File: config.mk
export PLATFORM = sky130hd
export DESIGN_NAME = jk_mod_counter
export DESIGN_NICKNAME = d
export VERILOG_FILES = /design/src/rtl/jk_mod_counter.sv
export SDC_FILE = /design/constraint.sdc
export NUM_CORES = 1
export LEC_CHECK = 0
export BUFFER_PORTS_ARGS = -buffer_cell sky130_fd_sc_hd__buf_4
export CAP_MARGIN = 0
export CORE_AREA = 10 10 47 49
export CTS_CLUSTER_DIAMETER = 60
export CTS_CLUSTER_SIZE = 16
export DETAILED_ROUTE_END_ITERATION = 12
export DIE_AREA = 0 0 57 59
export PLACE_DENSITY = 0.72
export REMOVE_ABC_BUFFERS = 1
export SLEW_MARGIN = 10
export SYNTH_ARGS = -nofsm -noshare
export SYNTH_HDL_FRONTEND = slang
export SYNTH_SLANG_ARGS = --single-unit
File: constraint.sdc
create_clock -name clk -period 2.2 [get_ports clk]
set_clock_uncertainty 0.2 [all_clocks]
set_input_delay 0.33 -clock clk [delete_from_list [all_inputs] [get_ports clk]]
set_output_delay 0.33 -clock clk [all_outputs]
set_load 0.1 [all_outputs]
File: src/rtl/jk_mod_counter.sv
// jk_mod_counter: synchronous modulo-MODULUS up/down counter.
// Each state bit is a JK flip-flop. During counting, each flop is driven in
// toggle mode (J = K = T).
//
// Ports:
//   clk       rising-edge clock
//   rst       synchronous reset, active-high (J=0, K=1 on every bit)
//   en        count enable
//   up_dn     direction, 1 = up, 0 = down
//   load      parallel load strobe (has priority over en)
//   load_val  value to load. Values >= MODULUS saturate to MODULUS-1.
//   count     current count, taken from the JK flop q outputs
//   tc        terminal count, combinational: the next edge will wrap
//   wrap      registered one-cycle pulse after a wrap edge
//   load_err  registered one-cycle pulse after an out-of-range load

// jk_ff: JK flip-flop built on a single D flop.
// Next state is q+ = (J & ~q) | (~K & q).
// Ports: clk clock, j/k excitation inputs, q state output.
module jk_ff (
  input  logic clk,
  input  logic j,
  input  logic k,
  output logic q
);

  logic q_q;
  logic q_d;

  always_comb begin
    q_d = (j & ~q_q) | (~k & q_q);
  end

  always_ff @(posedge clk) begin
    q_q <= q_d;
  end

  assign q = q_q;

endmodule

module jk_mod_counter #(
  parameter int WIDTH   = 4,
  parameter int MODULUS = 10
) (
  input  logic             clk,
  input  logic             rst,
  input  logic             en,
  input  logic             up_dn,
  input  logic             load,
  input  logic [WIDTH-1:0] load_val,
  output logic [WIDTH-1:0] count,
  output logic             tc,
  output logic             wrap,
  output logic             load_err
);

  if (WIDTH < 2 || WIDTH > 16 || MODULUS < 2 || MODULUS > (1 << WIDTH)) begin : g_bad_param
    $error("jk_mod_counter: illegal WIDTH/MODULUS combination");
  end

  localparam logic [WIDTH-1:0] MAX_CNT = WIDTH'(MODULUS - 1);
  // MODULUS may equal 2^WIDTH, so one extra bit is needed for the range check.
  localparam logic [WIDTH:0]   MOD_EXT = (WIDTH + 1)'(MODULUS);

  logic [WIDTH-1:0] j_d;
  logic [WIDTH-1:0] k_d;
  logic [WIDTH-1:0] target;
  logic             load_ok;
  logic             wrap_d;
  logic             wrap_q;
  logic             load_err_d;
  logic             load_err_q;

  for (genvar i = 0; i < WIDTH; i++) begin : g_bit
    jk_ff u_jk (
      .clk (clk),
      .j   (j_d[i]),
      .k   (k_d[i]),
      .q   (count[i])
    );
  end

  // The next count is first computed as a plain value (target).
  // For counting, the toggle mask is then count ^ target, so J = K = T.
  // For loading, J and K force each bit to the target level directly.
  always_comb begin
    j_d        = '0;
    k_d        = '0;
    target     = '0;
    wrap_d     = 1'b0;
    load_err_d = 1'b0;
    load_ok    = ({1'b0, load_val} < MOD_EXT);

    if (rst) begin
      j_d = '0;
      k_d = '1;
    end else if (load) begin
      target     = load_ok ? load_val : MAX_CNT;
      load_err_d = ~load_ok;
      j_d        = target;
      k_d        = ~target;
    end else if (en) begin
      if (up_dn) begin
        // Counts above MAX_CNT are illegal. They recover to 0 without a wrap.
        target = (count >= MAX_CNT) ? '0 : count + 1'b1;
        wrap_d = (count == MAX_CNT);
      end else begin
        // Counts above MAX_CNT are illegal. They recover to MAX_CNT without a wrap.
        if (count == '0) begin
          target = MAX_CNT;
          wrap_d = 1'b1;
        end else if (count > MAX_CNT) begin
          target = MAX_CNT;
        end else begin
          target = count - 1'b1;
        end
      end
      j_d = count ^ target;
      k_d = count ^ target;
    end
  end

  always_ff @(posedge clk) begin
    if (rst) begin
      wrap_q     <= 1'b0;
      load_err_q <= 1'b0;
    end else begin
      wrap_q     <= wrap_d;
      load_err_q <= load_err_d;
    end
  end

  assign wrap     = wrap_q;
  assign load_err = load_err_q;
  assign tc       = ~rst & en & ~load &
                    ((up_dn & (count == MAX_CNT)) | (~up_dn & (count == '0)));

endmodule

==> metrics.md, run 1 <==
| Metric | Value |
|---|---|
| Ys flop type | `dfxtp_1` |
| Worst R2R Setup Slack | `430 ps` |
| Most common cell after layout, fill and taps aside | `buf_4` |
| Leakage power | `0.0003026 uW` |
| Max Fanout on Critical Path | `4` |
| Antenna violation net count after detailed routing | `0` |
| Top-area cell type share of the netlist area | `0.2212` |
| Post-Synthesis Cells | `68` |
| Via density | `5.612` |
| Gr ovfl total | `0` |
| Post-DP Area | `636.9 sq um` |
| Rel. slew slack | `0.7459` |
| Fin area | `706.9 sq um` |
| Die ar. | `3363 sq um` |
| Sequential fraction of the synthesis area | `0.2212` |
| Die X | `57 um` |
| DRC | `0` |
| Setup-failing EPs final | `0` |
| WP data arrival | `1590 ps` |
| Hold/Removal Path Class | `in2reg` |
| Iteration-0 DRC count of the detailed router | `5` |
| Crit. Startpoint | `g_bit[1].u_jk.q` |
| CP startpoint kind | `register` |
| R2R depth | `4` |
| Maximum clock path buffer count | `2` |
| Clk Latency, worst-skew pair | `240 ps` |
| Vias | `550` |
| Number of I/O pins | `16` |
| Cell Area, Synth | `543.0 sq um` |
| Number of H-tree levels | `1` |
| Core area | `1401 sq um` |
| Post-DP HPWL | `1100 um` |
| First-pass GRT wire length | `2201 um` |
| Pin count of the biggest net entering global routing | `13` |
| Fill count | `147` |
| # diodes | `0` |
| Post-synth EDFFs | `0` |
| Drt wl/cell | `14.76 um` |
| Area growth, synth to finish | `30.18%` |
| Vias in the first global route | `531` |
| Worst r2r src | `g_bit[2].u_jk.q` |
| Maximum vdd ir drop | `0.3519 mV` |
| Share of layout cells above drive strength 1 | `0.4512` |
| Final hold violation count | `0` |
| Root Driver | `clkbuf_4` |
| Tmin final | `2123 ps` |
| Initial antenna violation count | `0` |
| Post-cts hold buffer count | `0` |
| Main area contributors after synthesis | `dfxtp_1 (22%), ha_1 (6.9%), buf_4 (5.5%), buf_6 (4.1%), inv_1 (4.1%)` |
| Reg clk slew, reported paths | `50 ps` |
| Power Total | `419.0 uW` |
| Capturing point of the worst reg2reg path | `g_bit[0].u_jk.q` |
| Rows | `14` |
| Worst Setup End Kind | `primary output` |
| RSZ-0062 raised after global routing | `true` |
| Mean Syn Cell Area | `7.986 sq um` |
| #FFs+latches synth | `6` |
| Crit Path Category | `reg2out` |
| Tot GR Track Use | `0.07855` |
| Final period util | `0.9650` |
| Final net count | `96` |
| Max Slew Vio Count | `0` |
| Async SR Flop Fraction | `0` |
| Worst-Margin Slew | `380.7 ps` |
| Placer Congestion | `0.8653` |
| Length of the first detailed-routing pass in iterations | `4` |
| Total clock sinks | `6` |
| CTS Buf Count | `3` |
| Cell taking the most area after synthesis | `dfxtp_1` |
| Initial core utilization | `0.3875` |
| Unique masters post-synth | `34` |
| WL final | `1446 um` |
| TritonCTS clock tree | `built` |
| Most frequent cells in the layout | `buf_4 (19), nor2_1 (6), o21ai_0 (4), dfxtp_1 (4)` |
| Die height | `59 um` |
| Number of max-cap violations | `0` |
| Worst Path Required | `1670 ps` |
| Worst Setup EP | `tc` |
| PwrDens | `592.7 nW/um^2` |
| YS warnings | `0` |
| Run status | `completed` |
| IO Port Bufs | `15` |
| F_max | `471.0 MHz` |
==> area by class of cell <==
type,instances,area (sq um),area share
clock buffers,3,22.52,0.03186
inverters,7,31.28,0.04425
multi-input cells,47,365.4,0.5168
flip-flops and latches,6,125.1,0.1770
well taps,16,20.02,0.02832
repair buffers,19,142.6,0.2018
==> metrics by stage <==
step	TNS, ps	cells	hold slack, ps	util	worst slack [ps]
4_1_cts	0	97	95.33	0.4804	8.942
3_5_place_dp	0	94	345.7	0.4545	137.9
2_1_floorplan	-3652	60	223.1	-	-2888
5_1_grt	-56.02	98	101.8	0.5045	-56.02
3_3_place_gp	0	94	340.3	0.4545	175.0
6_report	0	98	98.27	0.5045	76.99
==> report_power, final <==
| part | total (uW) | internal, uW | switching (uW) |
|---|---|---|---|
| logic | 192 | 69.5 | 123 |
| clock network | 101 | 61.7 | 39.6 |
| registers | 126 | 117 | 9.12 |
==> logic make-up (layout without fill, tap and decap cells) <==
logic type / Yosys count / in the layout / share of synthesized area
compound gates: 22 / 22 / 0.3111
mux: 1 / 1 / 0.02074
flops: 6 / 6 / 0.2212
simple gates: 21 / 21 / 0.2166
buf+inv: 15 / 29 / 0.1613
fa+ha+maj: 3 / 3 / 0.06913
==> flip-flops by register name (all words and copies together) (netlist names) <==
signal,count
load_err,1
g_bit.u_jk.q,4
wrap,1
==> timing repair <==
item,CTS,global route
pin swaps,1,3
setup buffers,0,1
resized for setup,3,10
gates cloned,0,0
setup endpoints to repair,1,1
==> synth_stat cells, drive strengths merged (2+ instances only) <==
library cell	count
buf	7
inv	7
dfxtp	6
nor2	6
o21ai	4
a21oi	3
a31oi	3
ha	3
nand2	3
nor4	3
a211oi	2
nand2b	2
nor3	2
o221ai	2
==> metal layers <==
metal,up-vias,wire [um],global-route usage
li1,278,-,-
met1,254,619,0.08402
met2,16,747,0.1364
met3,2,75,0.01931
met4,0,4,0.04698
met5,-,0,0
==> critical path, cell delays in order, from the launching register on <==
cell and delay [ps]:
dfxtp_2 330, inv_4 70, ha_4 160, inv_4 40, nor3_2 90, a31oi_1 70
nor4_1 250, buf_4 340
==> worst min-delay path by stage <==
stage                            endpoint  cells past startpoint        start
after CTS                 g_bit[2].u_jk.q                      2  load_val[2]
after global placement    g_bit[2].u_jk.q                      2  load_val[2]
final                     g_bit[2].u_jk.q                      2  load_val[2]
after global routing      g_bit[3].u_jk.q                      2          rst
after detailed placement  g_bit[2].u_jk.q                      2  load_val[2]
after floorplan           g_bit[3].u_jk.q                      1          rst
Power figures use the tool's default switching activity.
==> inputs of run 2 (changes only) <==
--- a/config.mk
+++ b/config.mk
@@ -5,14 +5,18 @@
 export SDC_FILE = /design/constraint.sdc
 export NUM_CORES = 1
 export LEC_CHECK = 0
+export ABC_AREA = 1
 export BUFFER_PORTS_ARGS = -buffer_cell sky130_fd_sc_hd__buf_4
 export CAP_MARGIN = 0
-export CORE_AREA = 10 10 47 49
+export CELL_PAD_IN_SITES_DETAIL_PLACEMENT = 0
+export CELL_PAD_IN_SITES_GLOBAL_PLACEMENT = 2
+export CORE_ASPECT_RATIO = 1.4
+export CORE_MARGIN = 10
+export CORE_UTILIZATION = 26
 export CTS_CLUSTER_DIAMETER = 60
 export CTS_CLUSTER_SIZE = 16
 export DETAILED_ROUTE_END_ITERATION = 12
-export DIE_AREA = 0 0 57 59
-export PLACE_DENSITY = 0.72
+export PLACE_DENSITY_LB_ADDON = 0.08
 export REMOVE_ABC_BUFFERS = 1
 export SLEW_MARGIN = 10
 export SYNTH_ARGS = -nofsm -noshare
==> metrics.md, run 2 <==
| Metric | Value |
|---|---|
| Most common cell after layout, fill and taps aside | `buf_4` |
| Worst Path Required | `1670 ps` |
| Top-area cell type share of the netlist area | `0.2167` |
| Number of I/O pins | `16` |
| Setup WS post-layout | `113.3 ps` |
| Root Driver | `clkbuf_4` |
| Gr ovfl total | `0` |
| Antenna violation net count after detailed routing | `0` |
| Run status | `completed` |
| TritonCTS clock tree | `built` |
| YS warnings | `0` |
| Count leader, synth | `nand2_1` |
| #FFs+latches synth | `6` |
| Die X | `59.02 um` |
| Worst Setup End Kind | `primary output` |
| Sequential fraction of the synthesis area | `0.2167` |
| Initial antenna violation count | `0` |
| Via density | `4.858` |
| Layout Utilization | `0.3590` |
| Final hold violation count | `0` |
| Area growth, synth to finish | `29.35%` |
| Final net count | `106` |
| Drt wl/cell | `13.73 um` |
| Die ar. | `4405 sq um` |
| Rel. slew slack | `0.7947` |
| Unique masters post-synth | `26` |
| F_max | `479.2 MHz` |
| Clk Latency, worst-skew pair | `240 ps` |
| Setup-failing EPs final | `0` |
| Reg clk slew, reported paths | `40 ps` |
| CTS Buf Count | `3` |
| # diodes | `0` |
| Initial core utilization | `0.2776` |
| Vias in the first global route | `583` |
| Ys flop type | `dfxtp_1` |
| Hold/Removal Path Class | `in2reg` |
| Vias | `549` |
| Most frequent cells in the layout | `buf_4 (16), nand2_1 (15), inv_1 (8)` |
| Post-CTS setup buffer count | `0` |
| Number of H-tree levels | `1` |
| Post-cts hold buffer count | `0` |
| Main area contributors after synthesis | `dfxtp_1 (22%), nand2_1 (10%), buf_4 (8.1%), ha_1 (6.8%), nand3_1 (5.4%)` |
| Setup TNS | `0 ps` |
| WP data arrival | `1560 ps` |
| Post-synth EDFFs | `0` |
| Max Slew Vio Count | `0` |
| Place WS | `186.8 ps` |
| Total clock sinks | `6` |
| Worst-Margin Slew | `307.5 ps` |
| Placer Congestion | `0.6939` |
| WL final | `1552 um` |
| Async SR Flop Fraction | `0` |
| Crit Path Category | `reg2out` |
| Tmin final | `2087 ps` |
| Share of layout cells above drive strength 1 | `0.3804` |
| Post-DP HPWL | `1337 um` |
| Leakage power | `0.0003214 uW` |
| Length of the first detailed-routing pass in iterations | `3` |
| First-pass GRT wire length | `2601 um` |
| Final period util | `0.9485` |
| Maximum vdd ir drop | `0.2233 mV` |
| IO Port Bufs | `15` |
| Pin count of the biggest net entering global routing | `10` |
| PwrDens | `581.2 nW/um^2` |
| RSZ-0062 raised after global routing | `false` |
| Max Fanout on Critical Path | `4` |
| Tot GR Track Use | `0.07801` |
| Max reg flops | `4` |
| Cell Area, Synth | `554.3 sq um` |
| Commonest cells in the netlist | `nand2_1 (15), inv_1 (8)` |
| Number of max-cap violations | `0` |
| Post-Synthesis Cells | `78` |
| DRC | `0` |
| Rows | `19` |
| Maximum clock path buffer count | `2` |
| Iteration-0 DRC count of the detailed router | `11` |
| CP startpoint kind | `register` |
| Die height | `74.63 um` |
| Core area | `1997 sq um` |
| Cell taking the most area after synthesis | `dfxtp_1` |
| Mean Syn Cell Area | `7.106 sq um` |
## run 2: timing repair
item | in CTS | in global routing
hold endpoints to repair | 0 | 0
setup endpoints to repair | 1 | 1
gates resized for setup | 4 | 4
## run 2: cell families after synthesis
family / share of synthesized area
buf+inv: 0.1490
simple gates: 0.3048
fa+ha+maj: 0.06773
xor+xnor: 0.01580
flops: 0.2167
compound gates: 0.2461
## run 2: stage by stage
stage	hold slack (ps)	cells	area, sq um	total power [uW]
2_1_floorplan	208.5	72	509.2	262.3
3_3_place_gp	346.7	110	663.1	319.5
3_5_place_dp	346.3	110	663.1	316.9
4_1_cts	89.16	113	696.9	421.3
5_1_grt	92.42	113	716.9	449.3
6_report	93.97	113	716.9	416.7
## run 2: layout make-up
class | count | area, sq um
fill | 230 | 1280
multi-input combinational | 56 | 374.1
timing repair buffer | 17 | 135.1
sequential | 6 | 121.4
inverter | 10 | 37.54
tap | 21 | 26.28
clock buffer | 3 | 22.52
## run 2: final timing paths
check	from	to	slack (ps)	depth (start not counted)
hold reg to reg	g_bit[0].u_jk.q	g_bit[0].u_jk.q	320	2
hold / removal	rst	load_err	90	2
setup / recovery	g_bit[1].u_jk.q	tc	110	5
setup reg to reg	g_bit[0].u_jk.q	g_bit[3].u_jk.q	580	8
## run 2: per-layer routing
metal / global-route usage / share of wire
met5: 0 / 0
met4: 0.04604 / 0.0090
met3: 0.03030 / 0.061
met2: 0.1393 / 0.54
met1: 0.07322 / 0.39
## run 2: worst max-delay path, cell delays in order (launching register included)
cell	delay [ps]
dfxtp_1	300
inv_1	100
ha_2	220
nand3_4	110
a2111oi_4	340
buf_8	240
## run 2: power breakdown
part | switching (uW) | leakage [uW] | internal (uW)
clock network | 34.6 | 0.0000138 | 61.4
logic | 133 | 0.000258 | 59.4
registers | 10.6 | 0.0000496 | 117
==> inputs of run 3 (changes only) <==
--- a/config.mk
+++ b/config.mk
@@ -6,7 +6,7 @@
 export NUM_CORES = 1
 export LEC_CHECK = 0
 export ABC_AREA = 1
-export BUFFER_PORTS_ARGS = -buffer_cell sky130_fd_sc_hd__buf_4
+export BUFFER_PORTS_ARGS = -buffer_cell sky130_fd_sc_hd__buf_2
 export CAP_MARGIN = 0
 export CELL_PAD_IN_SITES_DETAIL_PLACEMENT = 0
 export CELL_PAD_IN_SITES_GLOBAL_PLACEMENT = 2
==> metrics.md, run 3 (synthesis results as in run 2) <==
| Metric | Value |
|---|---|
| Placer Congestion | `0.7002` |
| Via density | `4.772` |
| Worst-path cell chain | `nand3_4, a2111oi_4, buf_4, buf_12` |
| Length of the first detailed-routing pass in iterations | `4` |
| Iteration-0 DRC count of the detailed router | `7` |
| First-pass GRT wire length | `2656 um` |
| CTS Buf Count | `3` |
| Crit-path slowest cell | `dfxtp_1` |
| Hold path depth | `2` |
| Post-DP HPWL | `1339 um` |
| Hold/Removal Path Class | `in2reg` |
| Maximum vdd ir drop | `0.2505 mV` |
| Rows | `19` |
| Reg clk slew, reported paths | `50 ps` |
| Final hold violation count | `0` |
| Crit Path Category | `reg2out` |
| Number of max-cap violations | `0` |
| Fill count | `229` |
| IO Port Bufs | `15` |
| Total clock sinks | `6` |
| Clk Latency, worst-skew pair | `240 ps` |
| Vias in the first global route | `617` |
| Most frequent cells in the layout | `nand2_1 (15), buf_2 (14), inv_1 (7)` |
| Root Driver | `clkbuf_4` |
| Final period util | `0.9588` |
| DRC | `0` |
| Tmin final | `2109 ps` |
| Vias | `544` |
| Pin count of the biggest net entering global routing | `10` |
| WL final | `1559 um` |
| Number of I/O pins | `16` |
| Maximum clock path buffer count | `2` |
| Min Hold Slack | `113.9 ps` |
| Core area | `1997 sq um` |
| # diodes | `0` |
| Setup-failing EPs final | `0` |
| Initial core utilization | `0.2776` |
| Run status | `completed` |
| R2R depth | `8` |
| Worst-Margin Slew | `492.4 ps` |
| Gr ovfl total | `0` |
| Area growth, synth to finish | `29.57%` |
| Post-Place Cells | `110` |
| Max reg flops | `4` |
| Die X | `59.02 um` |
| WP data arrival | `1580 ps` |
| Tot GR Track Use | `0.07799` |
| Leakage power | `0.0003237 uW` |
| CP startpoint kind | `register` |
| Power Total | `423.0 uW` |
| Die height | `74.63 um` |
| PwrDens | `589.0 nW/um^2` |
| Setup TNS | `0 ps` |
| Rel. slew slack | `0.6740` |
| Final net count | `107` |
| Drt wl/cell | `13.68 um` |
| Max Fanout on Critical Path | `9` |
| Number of H-tree levels | `1` |
| CP peak stage delay | `540 ps` |
| RSZ-0062 raised after global routing | `false` |
| F_max | `474.1 MHz` |
| Die ar. | `4405 sq um` |
| TritonCTS clock tree | `built` |
| Worst Setup End Kind | `primary output` |
| Post-cts hold buffer count | `0` |
| Final cell count without fillers | `114` |
| Antenna violation net count after detailed routing | `0` |
| Max Slew Vio Count | `0` |
| Worst Path Required | `1670 ps` |
| Most common cell after layout, fill and taps aside | `nand2_1` |
| Share of layout cells above drive strength 1 | `0.4086` |
| Initial antenna violation count | `0` |
run 3: critical path, delay by kind of cell (launching register included):
kind,cells,cell delay [ps]
DFF,1,540
buffers and inverters,2,330
AOI/OAI and AO/OA,1,300
and+or+nand+nor,1,160
run 3: path summary, 6_finish.rpt:
path | start | endpoint | slack [ps]
worst max-delay path | g_bit[3].u_jk.q | tc | 90
worst min-delay path | rst | load_err | 110
worst max register to register | g_bit[0].u_jk.q | g_bit[0].u_jk.q | 580
worst min register to register | g_bit[0].u_jk.q | g_bit[0].u_jk.q | 340
run 3: per-stage QoR:
stage	setup WS (ps)	instance area, sq um	util
floorplan	-3132	509.2	-
global placement	125.3	640.6	0.3208
detailed placement	153.7	640.6	0.3208
CTS	26.09	684.4	0.3427
global route	17.10	718.2	0.3596
finish	90.61	718.2	0.3596
run 3: power breakdown:
part	switching [uW]	internal [uW]
clock	39.2	61.7
sequential	14.5	118
combinational	133	57.7
run 3: final cells by class:
| type | count | area [sq um] | share of cell area |
|---|---|---|---|
| Inverter | 10 | 40.04 | 0.05575 |
| Multi-Input combinational cell | 56 | 394.1 | 0.5488 |
| Sequential cell | 6 | 122.6 | 0.1707 |
| Timing Repair Buffer | 18 | 112.6 | 0.1568 |
| Clock buffer | 3 | 22.52 | 0.03136 |
| Tap cell | 21 | 26.28 | 0.03659 |
run 3: repair_timing:
action / CTS / global route
gates cloned: 0 / 0
setup buffers: 0 / 1
gates resized for setup: 6 / 4
endpoints found under the setup margin: 1 / 1
run 3: layer usage:
metal | track usage | routed length (um) | up-vias
li1 | - | - | 288
met1 | 0.07026 | 622 | 242
met4 | 0.04604 | 14 | 0
met3 | 0.03199 | 103 | 2
met5 | 0 | 0 | -
met2 | 0.1417 | 818 | 12
